$ cat config.mk
export PLATFORM = sky130hd
export DESIGN_NAME = exe_muldiv_ctrl_flat
export DESIGN_NICKNAME = d
export VERILOG_FILES = /design/src/rtl/exe_muldiv_ctrl_if.sv /design/src/rtl/exe_muldiv_ctrl.sv /design/src/flat_wrapper.sv
export SDC_FILE = /design/constraint.sdc
export NUM_CORES = 1
export LEC_CHECK = 0
export ABC_AREA = 1
export CAP_MARGIN = 20
export CELL_PAD_IN_SITES_DETAIL_PLACEMENT = 1
export CELL_PAD_IN_SITES_GLOBAL_PLACEMENT = 1
export CORE_UTILIZATION = 38
export CTS_CLUSTER_SIZE = 30
export DETAILED_ROUTE_END_ITERATION = 16
export HOLD_SLACK_MARGIN = 0.1
export PLACE_DENSITY_LB_ADDON = 0.1
export SYNTH_ARGS = -nofsm -noshare
export SYNTH_HDL_FRONTEND = slang
export SYNTH_SLANG_ARGS = --single-unit
$ cat constraint.sdc
create_clock -name clk -period 3.65 [get_ports clk]
set_clock_uncertainty 0.05 [all_clocks]
set_input_delay 0.5475 -clock clk [delete_from_list [all_inputs] [get_ports clk]]
set_output_delay 0.5475 -clock clk [all_outputs]
set_load 0.01 [all_outputs]
$ cat src/rtl/exe_muldiv_ctrl_if.sv
// ---------------------------------------------------------------------------
// exe_muldiv_ctrl_if -- EXE-stage mul/div handshake bundle.
//
// Groups the pipeline-side request (valid, op, flush, hold), the iterative
// unit handshake (ready in, start/annul/signed out) and the status outputs
// (stall, result valid, watchdog error).
//   master : pipeline / datapath side, drives the I_* signals
//   slave  : exe_muldiv_ctrl, drives the O_* signals
// The ALU control width and mul/div op codes are defined here so that every
// user of the bundle sees the same encoding.
// ---------------------------------------------------------------------------
`ifndef EXE_MULDIV_ALUCTL_DEFS
`define EXE_MULDIV_ALUCTL_DEFS
`define ALUCTL_WIDTH  5
`define ALUCTL_ADD    5'd0
`define ALUCTL_MUL    5'd16
`define ALUCTL_MULH   5'd17
`define ALUCTL_MULHSU 5'd18
`define ALUCTL_MULHU  5'd19
`define ALUCTL_DIV    5'd20
`define ALUCTL_DIVU   5'd21
`define ALUCTL_REM    5'd22
`define ALUCTL_REMU   5'd23
`endif

interface exe_muldiv_ctrl_if;
  logic                     I_valid;
  logic [`ALUCTL_WIDTH-1:0] I_alu_ctrl;
  logic                     I_flush;
  logic                     I_hold;
  logic                     I_mul_ready;
  logic                     I_div_ready;
  logic                     O_mul_start;
  logic                     O_div_start;
  logic                     O_signed_div;
  logic                     O_annul;
  logic                     O_stall_req;
  logic                     O_result_valid;
  logic                     O_err_timeout;

  modport master (
    output I_valid, I_alu_ctrl, I_flush, I_hold, I_mul_ready, I_div_ready,
    input  O_mul_start, O_div_start, O_signed_div, O_annul,
           O_stall_req, O_result_valid, O_err_timeout
  );

  modport slave (
    input  I_valid, I_alu_ctrl, I_flush, I_hold, I_mul_ready, I_div_ready,
    output O_mul_start, O_div_start, O_signed_div, O_annul,
           O_stall_req, O_result_valid, O_err_timeout
  );
endinterface

$ cat src/rtl/exe_muldiv_ctrl.sv
// ---------------------------------------------------------------------------
// exe_muldiv_ctrl -- sequencer between the EXE stage and the iterative
// multiplier / divider.
//
// Ports:
//   clk  : rising-edge clock
//   rst  : asynchronous active-low reset
//   bus  : exe_muldiv_ctrl_if.slave
//          in  I_valid, I_alu_ctrl, I_flush, I_hold, I_mul_ready, I_div_ready
//          out O_mul_start, O_div_start, O_signed_div, O_annul (registered)
//              O_err_timeout (registered, sticky)
//              O_stall_req, O_result_valid (combinational from state)
// Parameter:
//   TIMEOUT : cycles allowed in any wait state before the watchdog gives up.
// ---------------------------------------------------------------------------
module exe_muldiv_ctrl #(
  parameter int TIMEOUT = 64
) (
  input  logic              clk,
  input  logic              rst,
  exe_muldiv_ctrl_if.slave  bus
);

  localparam logic [2:0] S_IDLE      = 3'd0;
  localparam logic [2:0] S_MUL_WAIT  = 3'd1;
  localparam logic [2:0] S_DIV_WAIT  = 3'd2;
  localparam logic [2:0] S_DONE      = 3'd3;
  localparam logic [2:0] S_MUL_DRAIN = 3'd4;

  localparam int              CNT_W    = $clog2(TIMEOUT) + 1;
  localparam logic [CNT_W-1:0] CNT_ZERO = {CNT_W{1'b0}};
  localparam logic [CNT_W-1:0] CNT_ONE  = CNT_W'(32'd1);
  localparam logic [CNT_W-1:0] CNT_MAX  = {CNT_W{1'b1}};
  localparam logic [CNT_W-1:0] CNT_LAST = CNT_W'(TIMEOUT - 1);

  logic [2:0]       state_q, state_d;
  logic [CNT_W-1:0] cnt_q, cnt_d;
  logic             mul_start_q, mul_start_d;
  logic             div_start_q, div_start_d;
  logic             annul_q, annul_d;
  logic             signed_q, signed_d;
  logic             err_q, err_d;

  logic             is_mul_s, is_div_s, is_signed_s, req_s;
  logic             mul_done_s, div_done_s, wd_fire_s;
  logic             stall_s;
  logic [CNT_W-1:0] cnt_inc_s;

  // Op decode: which unit the EXE instruction needs and the divide signedness.
  always_comb begin
    is_mul_s    = 1'b0;
    is_div_s    = 1'b0;
    is_signed_s = 1'b0;
    case (bus.I_alu_ctrl)
      `ALUCTL_MUL, `ALUCTL_MULH, `ALUCTL_MULHSU, `ALUCTL_MULHU: is_mul_s = 1'b1;
      `ALUCTL_DIV, `ALUCTL_REM: begin
        is_div_s    = 1'b1;
        is_signed_s = 1'b1;
      end
      `ALUCTL_DIVU, `ALUCTL_REMU: is_div_s = 1'b1;
      default: begin
        is_mul_s    = 1'b0;
        is_div_s    = 1'b0;
        is_signed_s = 1'b0;
      end
    endcase
  end

  // A ready seen while our own start pulse is still high belongs to the
  // previous operation and must not complete this one.
  assign req_s      = bus.I_valid & (is_mul_s | is_div_s) & ~bus.I_flush;
  assign mul_done_s = bus.I_mul_ready & ~mul_start_q;
  assign div_done_s = bus.I_div_ready & ~div_start_q;
  assign wd_fire_s  = (cnt_q == CNT_LAST);
  assign cnt_inc_s  = (cnt_q == CNT_MAX) ? CNT_MAX : (cnt_q + CNT_ONE);

  // Next-state, start/annul pulse and watchdog decisions.
  always_comb begin
    state_d     = state_q;
    cnt_d       = cnt_q;
    mul_start_d = 1'b0;
    div_start_d = 1'b0;
    annul_d     = 1'b0;
    signed_d    = signed_q;
    err_d       = err_q;
    case (state_q)
      S_IDLE: begin
        if (req_s && is_mul_s) begin
          state_d     = S_MUL_WAIT;
          mul_start_d = 1'b1;
          cnt_d       = CNT_ZERO;
        end else if (req_s && is_div_s) begin
          state_d     = S_DIV_WAIT;
          div_start_d = 1'b1;
          signed_d    = is_signed_s;
          cnt_d       = CNT_ZERO;
        end else begin
          state_d = S_IDLE;
        end
      end
      S_MUL_WAIT: begin
        // The multiplier cannot be cancelled, so a flush has to let it drain
        // unless it finishes in this very cycle.
        if (bus.I_flush) begin
          state_d = mul_done_s ? S_IDLE : S_MUL_DRAIN;
          cnt_d   = CNT_ZERO;
        end else if (mul_done_s) begin
          state_d = S_DONE;
        end else if (wd_fire_s) begin
          state_d = S_IDLE;
          err_d   = 1'b1;
        end else begin
          cnt_d = cnt_inc_s;
        end
      end
      S_DIV_WAIT: begin
        if (bus.I_flush) begin
          state_d = S_IDLE;
          annul_d = 1'b1;
        end else if (div_done_s) begin
          state_d = S_DONE;
        end else if (wd_fire_s) begin
          state_d = S_IDLE;
          annul_d = 1'b1;
          err_d   = 1'b1;
        end else begin
          cnt_d = cnt_inc_s;
        end
      end
      S_DONE: begin
        // Holding in DONE (rather than passing through IDLE) is what stops a
        // held instruction from being issued a second time.
        if (bus.I_flush) begin
          state_d = S_IDLE;
        end else if (bus.I_hold) begin
          state_d = S_DONE;
        end else begin
          state_d = S_IDLE;
        end
      end
      S_MUL_DRAIN: begin
        if (mul_done_s) begin
          state_d = S_IDLE;
        end else if (wd_fire_s) begin
          state_d = S_IDLE;
          err_d   = 1'b1;
        end else begin
          cnt_d = cnt_inc_s;
        end
      end
      default: begin
        state_d = S_IDLE;
        cnt_d   = CNT_ZERO;
      end
    endcase
  end

  // State, counter and registered outputs.
  always_ff @(posedge clk or negedge rst) begin
    if (!rst) begin
      state_q     <= S_IDLE;
      cnt_q       <= CNT_ZERO;
      mul_start_q <= 1'b0;
      div_start_q <= 1'b0;
      annul_q     <= 1'b0;
      signed_q    <= 1'b0;
      err_q       <= 1'b0;
    end else begin
      state_q     <= state_d;
      cnt_q       <= cnt_d;
      mul_start_q <= mul_start_d;
      div_start_q <= div_start_d;
      annul_q     <= annul_d;
      signed_q    <= signed_d;
      err_q       <= err_d;
    end
  end

  // Pipeline freeze: gated by reset so a request presented during reset
  // never shows a stall.
  always_comb begin
    stall_s = 1'b0;
    if (!rst) begin
      stall_s = 1'b0;
    end else begin
      case (state_q)
        S_IDLE, S_MUL_DRAIN:   stall_s = req_s;
        S_MUL_WAIT, S_DIV_WAIT: stall_s = 1'b1;
        default:                stall_s = 1'b0;
      endcase
    end
  end

  assign bus.O_stall_req    = stall_s;
  assign bus.O_result_valid = rst & (state_q == S_DONE);
  assign bus.O_mul_start    = mul_start_q;
  assign bus.O_div_start    = div_start_q;
  assign bus.O_annul        = annul_q;
  assign bus.O_signed_div   = signed_q;
  assign bus.O_err_timeout  = err_q;

endmodule

$ cat src/flat_wrapper.sv
// flat-port wrapper written by rule: the top's interface ports become plain ports
module exe_muldiv_ctrl_flat 
#(
  parameter int TIMEOUT = 64
)
  (clk, rst, bus_I_valid, bus_I_alu_ctrl, bus_I_flush, bus_I_hold, bus_I_mul_ready, bus_I_div_ready, bus_O_mul_start, bus_O_div_start, bus_O_signed_div, bus_O_annul, bus_O_stall_req, bus_O_result_valid, bus_O_err_timeout);
  exe_muldiv_ctrl_if bus_i ();
  input  logic clk;
  input  logic rst;
  input wire logic [$bits(bus_i.I_valid)-1:0] bus_I_valid;
  input wire logic [$bits(bus_i.I_alu_ctrl)-1:0] bus_I_alu_ctrl;
  input wire logic [$bits(bus_i.I_flush)-1:0] bus_I_flush;
  input wire logic [$bits(bus_i.I_hold)-1:0] bus_I_hold;
  input wire logic [$bits(bus_i.I_mul_ready)-1:0] bus_I_mul_ready;
  input wire logic [$bits(bus_i.I_div_ready)-1:0] bus_I_div_ready;
  output wire logic [$bits(bus_i.O_mul_start)-1:0] bus_O_mul_start;
  output wire logic [$bits(bus_i.O_div_start)-1:0] bus_O_div_start;
  output wire logic [$bits(bus_i.O_signed_div)-1:0] bus_O_signed_div;
  output wire logic [$bits(bus_i.O_annul)-1:0] bus_O_annul;
  output wire logic [$bits(bus_i.O_stall_req)-1:0] bus_O_stall_req;
  output wire logic [$bits(bus_i.O_result_valid)-1:0] bus_O_result_valid;
  output wire logic [$bits(bus_i.O_err_timeout)-1:0] bus_O_err_timeout;
  assign bus_i.I_valid = bus_I_valid;
  assign bus_i.I_alu_ctrl = bus_I_alu_ctrl;
  assign bus_i.I_flush = bus_I_flush;
  assign bus_i.I_hold = bus_I_hold;
  assign bus_i.I_mul_ready = bus_I_mul_ready;
  assign bus_i.I_div_ready = bus_I_div_ready;
  assign bus_O_mul_start = bus_i.O_mul_start;
  assign bus_O_div_start = bus_i.O_div_start;
  assign bus_O_signed_div = bus_i.O_signed_div;
  assign bus_O_annul = bus_i.O_annul;
  assign bus_O_stall_req = bus_i.O_stall_req;
  assign bus_O_result_valid = bus_i.O_result_valid;
  assign bus_O_err_timeout = bus_i.O_err_timeout;
  exe_muldiv_ctrl #(.TIMEOUT(TIMEOUT)) u_core (.clk(clk), .rst(rst), .bus(bus_i));
endmodule
---- Yosys cells after proc, flatten, opt, wreduce, memory -nomap -nowiden ----
Index checks and enable logic that the tools add are counted.
storage, ports and cells
  bits in registers ....................... 15
  word-level logic and storage cells ...... 90
cells by class
  add/sub/neg operators ................... 1
  equal/unequal tests ..................... 18
  mux-type cells .......................... 41
  bitwise operators ....................... 11
  reductions and logical operators ........ 12
operators with widths
  operator               number
  $mux W7                8
  $eq A5 B5 Y1 const B   8
  $pmux W7 S5            1
  $mux W3                9
  $mux W1                18
  $pmux W3 S5            1
  $reduce_and A4 Y1      2
  $reduce_or A4 Y1       2
  $add A7 B1 Y7 const B  1
  $eq A7 B6 Y1 const B   1
  $eq A7 B7 Y1 const B   1
  $eq A3 B2 Y1 const B   2
  $ne A2 B2 Y1 const B   3
  $reduce_or A2 Y1       3
  $and A1 B1 Y1          5
  $not A1 Y1             5
  $mux W2                2
  $eq A3 B1 Y1 const B   1
  $eq A3 B3 Y1 const B   1
  $logic_not A3 Y1       1
  $ne A3 B1 Y1 const B   1
  $pmux W1 S3            1
  $reduce_and A3 Y1      1
  $reduce_bool A3 Y1     1
  3 further kinds        4

---- Longest topological paths before layout ----
  depth in word-level cells ............... 10
  gate-level depth with buffers ........... 10
  depth with buffers taken out ............ 10

---- Worst setup path before layout ----
No wires, ideal clock.
  path kind ............................... input to output
  from .................................... input port bus_I_valid
  to ...................................... output port bus_O_stall_req
  data arrival time ....................... 1.094 ns
  slack ................................... 1.959 ns
  cell stages on the path ................. 6
  path buffers ............................ 0
  cell sequence ........................... inv_1 > nor2_1 > nand2_1 > inv_1 > nand2_1 > a31oi_1
on the way
  word-level cells in the longest chain between the ends .. 4
ends and longest elaborated chain
  item                        RTL line                source
  from (decl)                 flat_wrapper.sv:10      input wire logic [$bits(bus_i.I_valid)-1:0] bus_I_valid;
  $and A1 B1 Y1 (2 in a row)  exe_muldiv_ctrl.sv:71   assign req_s = bus.I_valid & (is_mul_s | is_div_s) & ~bus.I_flush;
  $pmux W1 S2                 exe_muldiv_ctrl.sv:186  case (state_q)
  $mux W1                     exe_muldiv_ctrl.sv:183  if (!rst) begin
  to (decl)                   flat_wrapper.sv:20      output wire logic [$bits(bus_i.O_stall_req)-1:0] bus_O_stall_req;
Every way passes these cells.

---- Worst setup path after layout ----
  from .................................... input port bus_I_alu_ctrl[4]
  to ...................................... output port bus_O_stall_req
on the way
  word-level cells in the longest chain between the ends .. 8
ends and longest elaborated chain
  item                                        RTL line                source
  from (decl)                                 flat_wrapper.sv:11      input wire logic [$bits(bus_i.I_alu_ctrl)-1:0] bus_I_alu_ctrl;
  $eq A5 B5 Y1                                exe_muldiv_ctrl.sv:54   case (bus.I_alu_ctrl)
  $reduce_or A4 Y1, on equally long branches  -
  $mux W1                                     exe_muldiv_ctrl.sv:54
  $or A1 B1 Y1 *                              exe_muldiv_ctrl.sv:71
  $and A1 B1 Y1 * (2 in a row)                exe_muldiv_ctrl.sv:71
  $pmux W1 S2 *                               exe_muldiv_ctrl.sv:186
  $mux W1 *                                   exe_muldiv_ctrl.sv:183
Mark *: on every way between the ends. The rest lies on a longest branch, timed or not.

==> parameters.txt <==
Parameter                              Value

Synth
  #FFs+latches synth    15
  Number of nets produced by synthesis    between 150 and 200
  EDFF count, synth    0
  Most frequently used flop master after synthesis    dfrtp_1
  Async set-or-reset flop fraction in the synthesized netlist    1.00
  Dominant cell type by area after synthesis    dfrtp_1
  Count of cell types in the netlist    27
  Total number of yosys warnings    0
  Synth cell count leaders    nand2_1, inv_1, dfrtp_1
  Total standard cell area after synthesis    0.00105 mm²
  Share of the synthesized area in the top cell type    0.357
  Leading cell type by number of instances after synthesis    nand2_1
  Number of cells produced by synthesis    159
  Register area share after synthesis    0.357
  Area contributors post-synth    dfrtp_1, nand2_1, inv_1
  Mean post-synth cell area    6.61 µm²

Pwr
  Sw Share    0.282
  Leakage power figure    between 0.6 and 0.7 nW
  Comb power frac    0.192
  Worst IR Drop VDD    approximately 0.18 mV
  Clock power frac    0.288
  Part of the total power dissipated in sequential elements    0.520
  Power per unit of standard cell area    between 200 and 300 mW/mm²
  Internal portion of total power    approximately 0.24 mW
  PnR Total Power    approximately 0.33 mW
  Net switching power of the design    0.0940 mW

Clocking
  CTS Hold Bufs    0
  CTS resizes    0
  Number of clock sinks    15
  Root buffer selected by CTS    clkbuf_4
  Maximum buffer depth of the clock tree    2
  CTS tree    yes
  Number of post-CTS setup repair buffers    0
  Clock latency on the worst-skew pair    0.28 ns
  Number of clock buffers inserted by TritonCTS    3
  H-tree lvl count    1
  Clock transition at the registers of the reported paths    about 0.09 ns

STA
  Worst hold-check slack    ~0.45 ns
  Final critical path time including I/O delays and setup    between 2 and 3 ns
  Final count of pins violating max slew    0
  Total of endpoints with negative setup slack in the final report    0
  Worst-Margin Slew    0.489 ns
  Final worst setup slack    ~0.9 ns
  Total Neg Setup Slack    0 ns
  Highest clock frequency the design can meet    about 360 MHz
  RSZ-0062 raised after global routing    no
  Count of endpoints failing hold in the final timing report    0
  Max-slew headroom at the worst pin    0.673
  Fraction of the cycle the final worst path needs    0.751

Routing
  Total wire length    2990 µm
  Vias per inst    between 5 and 6
  Initial DRT Pass Iterations    4
  Total DRC errors in the routed layout    0
  Routed len/inst    14.2 µm
  Number of design-rule violations left by the first detailed-router iteration    27
  Total number of vias    1093
  Antenna viol nets, final    0

GRT
  Aggregate global-route resource usage    0.236
  GR Overflow Total    0
  Pin count of the biggest net entering global routing    16
  Antenna violations before repair    0
  Wire length of the first global-routing pass    4930 µm
  Number of global-route vias before repair    about 1.1k

Floorplanning
  I/O Pins    19
  Die boundary width    between 50 and 60 µm
  Effective utilization at floorplan    0.413
  Standard cell core area    0.00254 mm²
  Vertical extent of the die    54.6 µm
  FP Rows    18
  DIE AREA    roughly 0.0030 mm²

Run status
  Result of the run    finished clean

Critical path
  Highest fanout seen on the critical path    3
  Kind of critical path    in -> out
  Data arrival time of the critical path    2.14 ns
  Cell breakdown of the critical path    clkdlybuf4s50_1, inv_1, nor2_1, nand2_1, inv_1, nand2_1, a31oi_1, clkdlybuf4s50_1
  Top delay family on crit path    buffers and inverters
  Count of buffering cells on the critical path with inverters included    4
  Critical path's slowest cell    clkdlybuf4s50_1
  Max incr delay on CP    0.56 ns
  Type of element launching the critical path    input pin
  Critical path required time    a little over 3 ns
  Kind of end point of the critical path    output port

Layout
  Number of nets at the end of the flow    roughly 200
  Layout area overhead    23.0%
  Flip-flop and latch area    between 300 and 400 µm²
  Multi-input gate area in the final layout    578 µm²
  Layout Cell Area excl Fill    between 0.001 and 0.0015 mm²
  Ant. Diodes    0
  Number of fill cells    between 300 and 400
  Share of cells above drive strength 1    0.0994

Place
  Number of buffers inserted by port buffering    17
  Total placed instance area    0.00127 mm²
  Minimum setup slack after placement    between 0.9 and 1 ns
  Hpwl dp    approximately 2300 µm
  Routability congestion estimate from global placement    approximately 0.9

Flow run
  Number of maximum-capacitance constraint violations    0

Min path
  Worst hold path class    reg -> reg
layer usage:
| metal | wire [µm] | track usage |
|---|---|---|
| met1 | 1400 | 0.297 |
| met5 | 0 | 0 |
| met3 | 70 | 0.0306 |
| met2 | 1480 | 0.404 |
| met4 | 36 | 0.0897 |
placed cells by master (no fill, tap or decap), types with 2 or more instances in the layout:
cell | Yosys | layout
a21oi_1 | 5 | 5
clkbuf_4 | 0 | 3
clkdlybuf4s50_1 | 0 | 17
dfrtp_1 | 15 | 15
inv_1 | 23 | 23
inv_2 | 3 | 3
nand2_1 | 53 | 53
nand2_2 | 4 | 4
nand3_1 | 12 | 12
nand4_1 | 4 | 4
nor2_1 | 13 | 13
nor2_2 | 2 | 2
nor3_1 | 2 | 2
o21ai_0 | 7 | 7
o21ai_1 | 2 | 2
power by group through the flow:
stage                     registers, mW  logic, mW  clock network [mW]
after global routing              0.174     0.0725               0.107
after global placement            0.177     0.0629                   0
after detailed placement          0.177     0.0647                   0
final                             0.173     0.0641              0.0963
after CTS                         0.174     0.0651               0.104
after floorplan                   0.178     0.0302                   0
cell families after synthesis:
| family | after synthesis | share of synthesized area |
|---|---|---|
| AND/OR/NAND/NOR | 96 | 0.421 |
| buffers and inverters | 26 | 0.0929 |
| adder cells (fa/ha/maj) | 1 | 0.0119 |
| flip-flops | 15 | 0.357 |
| AO/OA/AOI/OAI | 21 | 0.117 |
worst register-to-register path, stage by stage, from the launching register on:
cell and delay, ns:
dfrtp_1 0.39, nor2_1 0.40, inv_1 0.27, o21ai_0 0.25, nand2_1 0.08, nand4_1 0.08
nand2_1 0.06
cell type report:
type / count / area share
multi-input combinational: 118 / 0.447
sequential: 15 / 0.290
timing repair buffer: 18 / 0.137
inverter: 26 / 0.0755
tap: 30 / 0.0290
clock buffer: 4 / 0.0203
state kept, by name, indices dropped and copies added (netlist names):
name                      flops
u_core.bus.O_div_start        1
u_core.bus.O_annul            1
u_core.bus.O_err_timeout      1
u_core.cnt_q                  7
u_core.state_q                3
u_core.bus.O_mul_start        1
u_core.bus.O_signed_div       1
worst paths after layout:
| kind | from | end | slack (ns) | depth (start not counted) |
|---|---|---|---|---|
| max in group asynchronous | rst | u_core.bus.O_annul | 2.81 | 2 |
| setup reg to reg | u_core.bus.O_mul_start | u_core.cnt_q[0] | 1.97 | 6 |
| hold / removal | u_core.bus.O_err_timeout | u_core.bus.O_err_timeout | 0.45 | 1 |
| setup / recovery | bus_I_alu_ctrl[4] | bus_O_stall_req | 0.91 | 8 |
| hold reg to reg | u_core.bus.O_err_timeout | u_core.bus.O_err_timeout | 0.45 | 1 |
| min in group asynchronous | rst | u_core.cnt_q[5] | 0.56 | 2 |
per-stage QoR:
step / std cells / utilization
floorplan: 159 / -
global placement: 207 / 0.498
detailed placement: 207 / 0.498
CTS: 211 / 0.508
global route: 211 / 0.508
finish: 211 / 0.508
Power figures use the tool's default switching activity.
